`src/rtl/path_dumper_if.sv`:
```
// path_dumper_if: start/stack/downstream handshake bundle for path_dumper.
interface path_dumper_if #(parameter int LOC_W = 8, parameter int DEPTH = 256);
  logic start;
  logic stk_empty;
  logic stk_pop;
  logic out_valid;
  logic out_ready;
  logic busy;
  logic done;
  logic ovf;
  logic [LOC_W-1:0] stk_loc;
  logic [LOC_W-1:0] out_loc;
  logic [$clog2(DEPTH):0] path_len;
  modport master(output start, stk_loc, stk_empty, out_ready,
                 input stk_pop, out_loc, out_valid, busy, done, path_len, ovf);
  modport slave(input start, stk_loc, stk_empty, out_ready,
                output stk_pop, out_loc, out_valid, busy, done, path_len, ovf);
endinterface

```
`src/rtl/path_dumper.sv`:
```
// path_dumper: drains the location stack into a buffer, then replays it start-first downstream.
module path_dumper #(
  parameter int LOC_W = 8,
  parameter int DEPTH = 256
) (
  input logic clk,
  input logic rst,
  path_dumper_if.slave bus
);
  localparam int CW = $clog2(DEPTH) + 1;
  localparam int AW = $clog2(DEPTH);
  typedef enum logic [2:0] {IDLE, POP, CAPT, EMIT, FIN} state_t;
  state_t state;
  logic [CW-1:0] cnt;
  logic [CW-1:0] rdIdx;
  logic [LOC_W-1:0] pathBuf [DEPTH];
  logic lastCapt;
  assign lastCapt = bus.stk_empty || (cnt + 1'b1 == CW'(DEPTH));
  always_ff @(posedge clk)
    if (state == CAPT) pathBuf[cnt[AW-1:0]] <= bus.stk_loc;
  always_ff @(posedge clk or posedge rst)
    if (rst) begin
      state <= IDLE;
      cnt <= '0;
      rdIdx <= '0;
      bus.stk_pop <= 1'b0;
      bus.out_valid <= 1'b0;
      bus.out_loc <= '0;
      bus.busy <= 1'b0;
      bus.done <= 1'b0;
      bus.path_len <= '0;
      bus.ovf <= 1'b0;
    end else begin
      bus.stk_pop <= 1'b0;
      bus.done <= 1'b0;
      case (state)
        IDLE: if (bus.start) begin
          cnt <= '0;
          bus.ovf <= 1'b0;
          bus.path_len <= '0;
          bus.busy <= 1'b1;
          bus.stk_pop <= !bus.stk_empty;
          bus.done <= bus.stk_empty;
          state <= bus.stk_empty ? FIN : POP;
        end
        POP: state <= CAPT;
        CAPT: begin
          cnt <= cnt + 1'b1;
          if (lastCapt) begin
            // the newest entry is still in flight to pathBuf, so present it straight from the stack
            state <= EMIT;
            bus.ovf <= !bus.stk_empty;
            bus.path_len <= cnt + 1'b1;
            rdIdx <= cnt;
            bus.out_valid <= 1'b1;
            bus.out_loc <= bus.stk_loc;
          end else begin
            state <= POP;
            bus.stk_pop <= 1'b1;
          end
        end
        EMIT: if (bus.out_ready) begin
          if (rdIdx == '0) begin
            state <= FIN;
            bus.out_valid <= 1'b0;
            bus.done <= 1'b1;
          end else begin
            rdIdx <= rdIdx - 1'b1;
            bus.out_loc <= pathBuf[AW'(rdIdx - 1'b1)];
          end
        end
        FIN: begin
          state <= IDLE;
          bus.busy <= 1'b0;
        end
        default: state <= IDLE;
      endcase
    end
endmodule

```
`src/flat_wrapper.sv`:
```
// flat-port wrapper written by rule: the top's interface ports become plain ports
module path_dumper_flat 
#(
  parameter int LOC_W = 8,
  parameter int DEPTH = 256
)
  (clk, rst, bus_start, bus_stk_loc, bus_stk_empty, bus_out_ready, bus_stk_pop, bus_out_loc, bus_out_valid, bus_busy, bus_done, bus_path_len, bus_ovf);
  path_dumper_if #(.LOC_W(LOC_W), .DEPTH(DEPTH)) bus_i ();
  input logic clk;
  input logic rst;
  input wire logic [$bits(bus_i.start)-1:0] bus_start;
  input wire logic [$bits(bus_i.stk_loc)-1:0] bus_stk_loc;
  input wire logic [$bits(bus_i.stk_empty)-1:0] bus_stk_empty;
  input wire logic [$bits(bus_i.out_ready)-1:0] bus_out_ready;
  output wire logic [$bits(bus_i.stk_pop)-1:0] bus_stk_pop;
  output wire logic [$bits(bus_i.out_loc)-1:0] bus_out_loc;
  output wire logic [$bits(bus_i.out_valid)-1:0] bus_out_valid;
  output wire logic [$bits(bus_i.busy)-1:0] bus_busy;
  output wire logic [$bits(bus_i.done)-1:0] bus_done;
  output wire logic [$bits(bus_i.path_len)-1:0] bus_path_len;
  output wire logic [$bits(bus_i.ovf)-1:0] bus_ovf;
  assign bus_i.start = bus_start;
  assign bus_i.stk_loc = bus_stk_loc;
  assign bus_i.stk_empty = bus_stk_empty;
  assign bus_i.out_ready = bus_out_ready;
  assign bus_stk_pop = bus_i.stk_pop;
  assign bus_out_loc = bus_i.out_loc;
  assign bus_out_valid = bus_i.out_valid;
  assign bus_busy = bus_i.busy;
  assign bus_done = bus_i.done;
  assign bus_path_len = bus_i.path_len;
  assign bus_ovf = bus_i.ovf;
  path_dumper #(.LOC_W(LOC_W), .DEPTH(DEPTH)) u_core (.clk(clk), .rst(rst), .bus(bus_i));
endmodule
```
`config.mk`:
```
export PLATFORM = sky130hd
export DESIGN_NAME = path_dumper_flat
export DESIGN_NICKNAME = d
export VERILOG_FILES = /design/src/rtl/path_dumper_if.sv /design/src/rtl/path_dumper.sv /design/src/flat_wrapper.sv
export SDC_FILE = /design/constraint.sdc
export NUM_CORES = 2
export LEC_CHECK = 0
export CAP_MARGIN = 10
export CORE_MARGIN = 2
export CORE_UTILIZATION = 45
export CTS_CLUSTER_SIZE = 40
export DETAILED_ROUTE_END_ITERATION = 16
export SLEW_MARGIN = 10
export SYNTH_ARGS = -nofsm -noshare
export SYNTH_HDL_FRONTEND = slang
export SYNTH_SLANG_ARGS = --single-unit
```
`constraint.sdc`:
```
create_clock -name clk -period 6.1 [get_ports clk]
set_clock_uncertainty 0.2 [all_clocks]
set_input_delay 0.915 -clock clk [delete_from_list [all_inputs] [get_ports clk]]
set_output_delay 0.915 -clock clk [all_outputs]
set_load 0.005 [all_outputs]
```
# After elaboration in Yosys (flattened, before gate mapping)
# Memories as Yosys holds them, arrays and structs flattened.
# Index checks and enable logic that the tools add are counted.
# op_classes
order_cmp	0
div_mod_pow	0
n_reduce_logical	13
eq_ne	10
n_addsub	2
mux	36
n_bitwise	0
shifts	0
mul	0
# ops
op	count
9-bit case mux with 2 select lines	3
9-bit 2-to-1 mux	5
8-bit 2-to-1 mux	3
8-bit case mux with 2 select lines	1
1-bit 2-to-1 mux	13
3-bit 2-to-1 mux	4
3-bit case mux with 4 select lines	1
1-bit case mux with 2 select lines	5
9-bit by 1-bit adder with 9-bit output (second input constant)	1
9-bit == test (second input constant)	1
9-bit logical NOT	1
9-bit by 1-bit subtractor with 9-bit output (second input constant)	1
4-bit AND reduction	2
3-bit by 2-bit == test with 1-bit output (second input constant)	2
2-bit != test (second input constant)	3
3-bit AND reduction	2
2-bit nonzero test	3
2-bit by 1-bit != test with 1-bit output (second input constant)	2
2-bit AND reduction	2
3-bit by 1-bit == test with 1-bit output (second input constant)	1
3-bit == test (second input constant)	1
3-bit logical NOT	1
2-bit 2-to-1 mux	1
1-bit logical NOT	1
1-bit logical OR	1
# totals
in_bits	13
ramBits	2048
n_memories	1
reg_bits	43
romBits	0
word_cells	72
latchBits	0
out_inout_bits	22
# memory_table
name	depth	width	rd	rd_clocked_by_memory_dff	write_ports	line_no	text
u_core.pathBuf	256	8	1	0	1	path_dumper.sv:16	logic [LOC_W-1:0] pathBuf [DEPTH];

# Longest topological paths before layout
# depth
word_depth	5
mapped_depth	19
mapped_depth_nobuf	10

# Worst setup path before layout
# Ideal clock, no wire load.
# synth_path
kind	register to register
start	register u_core.rdIdx[0]
end	register u_core.bus.out_loc[5]
setup_ns	0.128
slack_ns	1.716
t_arrival_ns	4.056
n_path_buf	9
required_time_ns	5.772
stages_incl_launch_ff	18
path_cell_list	dfrtp_1 buf_6 buf_6 buf_6 buf_2 buf_4 inv_1 ha_1 buf_4 buf_2 buf_1 clkbuf_1 mux4_2 mux4_2 o21ai_0 nand3_1 nor4_2 o31ai_2
# synth_between
elab_chain_len	5
# synth_rtl
element	line_no	text
start: declaration	path_dumper.sv:15	logic [CW-1:0] rdIdx;
start signal: assignment	path_dumper.sv:54	rdIdx <= cnt;
start signal: assignment	path_dumper.sv:68	rdIdx <= rdIdx - 1'b1;
9-bit by 1-bit subtractor with 9-bit output	--	
memory read 256 x 8 bit	--	
8-bit 2-to-1 mux	path_dumper.sv:63	if (rdIdx == '0) begin
8-bit 2-to-1 mux	path_dumper.sv:62	EMIT: if (bus.out_ready) begin
8-bit case mux with 2 select lines	path_dumper.sv:36	case (state)
end signal: assignment	path_dumper.sv:56	bus.out_loc <= bus.stk_loc;
end signal: assignment	path_dumper.sv:69	bus.out_loc <= pathBuf[AW'(rdIdx - 1'b1)];
end: declaration	path_dumper_if.sv:17	output stk_pop, out_loc, out_valid, busy, done, path_len, ovf);
# Parallel ways exist; a longest one is shown, timed or not. The select of a mux whose other input is x is not followed.
# A chain may end at the register's enable or synchronous reset.

# Worst setup path after layout
# layout_path
start	register u_core.rdIdx[0]
end	register u_core.bus.out_loc[4]
# The elaborated chain is that of the path after synthesis.

==> qor.csv <==
metric,value,unit
status,"complete, no violations",
Remaining DRCs,0,
Mapped Area,82700,sq um
worst-skew pair later-pin latency,0.87,ns
Unique masters post-synth,75,
DR vias,41400,
first-pass GRT wire length,302000,um
type of the worst min-delay path,flip-flop to flip-flop,
Area after DPL,85700,sq um
vias in the first global route,41300,
Worst VDD drop,0.718,mV
Startpoint Class,flip-flop,
Final Cell Area,92500,sq um
Final Max Tran Viols,0,
setup bufs post-CTS,0,
WL/cell,30.2,um
H-tree depth,4,
Worst-path clk slew,0.06,ns
register share of total power,36.0,%
footprint of the multi-input gates,18900,sq um
predominant post-synthesis flop cell,edfxtp_1,
Resized cells post-CTS,0,
Final #Nets,4325,
most frequent cells in the layout,"edfxtp_1, mux4_2, nand2_1",
number of synthesized flops with an enable pin,2048,
die width,433,um
Comb pwr share,36.2,%
ANT nets after route,0,
# placed instances,6559,
syn avg cell area,19.5,sq um
syn nets,4259,
initial antenna violation count,7,
max_cap viols,0,
relative slew slack,20.3,%
min cycle time layout,4.83,ns
routed wire length,210000,um
"Hold Violations, Final",0,
Max Clk Rate,0.207,GHz
"critical path fanouts, max",47,
detailed placement HPWL,123000,um
Num CTS Buffers,209,
Die Y,433,um
Pleak,28.7,nW
FF/Latch Area,62600,sq um
Critical Path Sink Type,flip-flop,
required time worst endpoint,6.63,ns
I/O Pins,35,
RSZ-0062 raised after global routing,no,
Post-Synthesis Cells,4240,
synth warn,0,
Synth async-reset ratio,2.06,%
Max Buffers Root-to-Sink,3,
Port Buffer Count,34,
gpl congestion,0.868,
largest net degree at the start of global routing,162,
fraction of layout cells with a size suffix above 1,21.5,%
core area,183000,sq um
Switch Pwr,16.1,mW
Fill cells,14600,
clock share of power,27.9,%
cell internal pwr,28.9,mW
post-synthesis sequential area ratio,75.7,%
worst endpoint data arrival time,5.37,ns
CTS Hold Bufs,0,
clk sinks,2091,
Initial DRC Count,4950,
Die ar.,187000,sq um
Sw Share,35.8,%
P&R area growth vs syn,11.8,%
floorplan row count,157,
"Setup violations, final",0,
root buf cell,clkbuf_16,
Tot Pwr,45.0,mW
Hold WS,0.281,ns
Setup TNS,0,ns
Worst Tran Pin Value,1.20,ns
power density over the cells,487,nW/um^2
final cell count without fillers,6950,
Detailed Routing Iterations Pass 1,6,
"commonest non-fill, non-tap cell in the layout",edfxtp_1,
ratio of final minimum period to clock period,79.2,%
Vias per Instance,5.96,
Total GRT Usage,22.6,%
CTS tree,yes,
Initial Utilization,45.2,%
gr ovfl total,0,
critical path class,flip-flop to flip-flop,
register bit total from synthesis,2091,
stage by stage:
stage	utilization, %	worst slack, ns
2_1_floorplan	-	1.72
3_3_place_gp	46.9	1.29
3_5_place_dp	46.9	1.26
4_1_cts	50.6	1.24
5_1_grt	50.6	1.03
6_report	50.6	1.27
sequential cells by signal, summed over array words and instances, names as in the netlist:
name / flops
u_core.bus.ovf: 1
u_core.bus.path_len: 9
u_core.cnt: 9
u_core.bus.busy: 1
u_core.pathBuf: 2048
u_core.bus.out_valid: 1
u_core.bus.stk_pop: 1
u_core.rdIdx: 9
u_core.bus.out_loc: 8
u_core.state: 3
u_core.bus.done: 1
path summary, 6_finish.rpt:
kind                                               startpoint                                 end  slack (ns)  depth (start not counted)
max                               u_core.rdIdx[0]$_DFFE_PP0P_   u_core.bus.out_loc[4]$_DFFE_PP0P_        1.27                         10
max reg2reg                       u_core.rdIdx[0]$_DFFE_PP0P_   u_core.bus.out_loc[4]$_DFFE_PP0P_        1.27                         10
min in group asynchronous                                 rst   u_core.bus.out_loc[3]$_DFFE_PP0P_        0.37                          3
min reg2reg                u_core.bus.path_len[0]$_DFFE_PP0P_  u_core.bus.path_len[0]$_DFFE_PP0P_        0.28                          2
max in group asynchronous                                 rst         u_core.rdIdx[0]$_DFFE_PP0P_        4.72                          3
min                        u_core.bus.path_len[0]$_DFFE_PP0P_  u_core.bus.path_len[0]$_DFFE_PP0P_        0.28                          2
final cells by class:
| cell class | count | share of cell area, % |
|---|---|---|
| sequential | 2091 | 67.7 |
| multi-input combinational | 1884 | 20.4 |
| clock buffer | 259 | 5.92 |
| tap | 2464 | 3.33 |
| clock inverter | 130 | 1.33 |
| timing repair buffer | 112 | 1.29 |
| inverter | 8 | 0.0325 |
| antenna | 2 | 0.00541 |
cells by family after synthesis:
family                     share of synthesized area [%]
AOI/OAI and AO/OA                                   1.98
xor gates and xnor gates                           0.218
adders and majority gates                         0.0908
buffers and inverters                               1.70
DFF                                                 75.7
muxes                                               14.6
and+or+nand+nor                                     5.78
per-layer routing:
layer,share of wire (%),global-route usage (%),up-vias
met5,0.088,0.703,-
met4,4.1,8.96,2
met3,7.4,4.39,349
met2,47,34.7,1581
met1,41,32.1,22200
li1,-,-,17300
worst max-delay path, stage by stage, from the launching register on:
cell and delay, ns:
dfrtp_4 0.62, inv_1 0.26, ha_4 0.80, buf_12 0.36, mux4_2 0.36, mux2i_1 0.40, nor3_1 0.08, nor4_1 0.91
nand3_1 0.25, nor4_2 0.29, o31ai_2 0.09
cell usage after synthesis, types with 18 or more instances:
cell type	instances	share of area, %
mux2i_1	36	0.44
o21ai_0	49	0.30
and3_1	59	0.45
buf_4	31	0.28
a31oi_1	18	0.14
buf_2	64	0.39
clkbuf_1	115	0.52
nand3_1	131	0.79
nand2_1	456	2.1
nand4_1	29	0.22
nor3_1	20	0.12
dfrtp_1	43	1.3
mux4_2	519	14
buf_1	22	0.10
buf_6	21	0.29
a21oi_1	77	0.47
nor2_1	298	1.4
edfxtp_1	2048	74
power groups by stage:
stage	registers [mW]	clock network [mW]	logic, mW
floorplan	16.3	0	10.7
global placement	16.5	0	16.3
detailed placement	16.5	0	16.3
CTS	16.2	12.7	16.3
global route	16.2	13.3	17.1
finish	16.2	12.5	16.3
(Power assumes the default switching activity.)
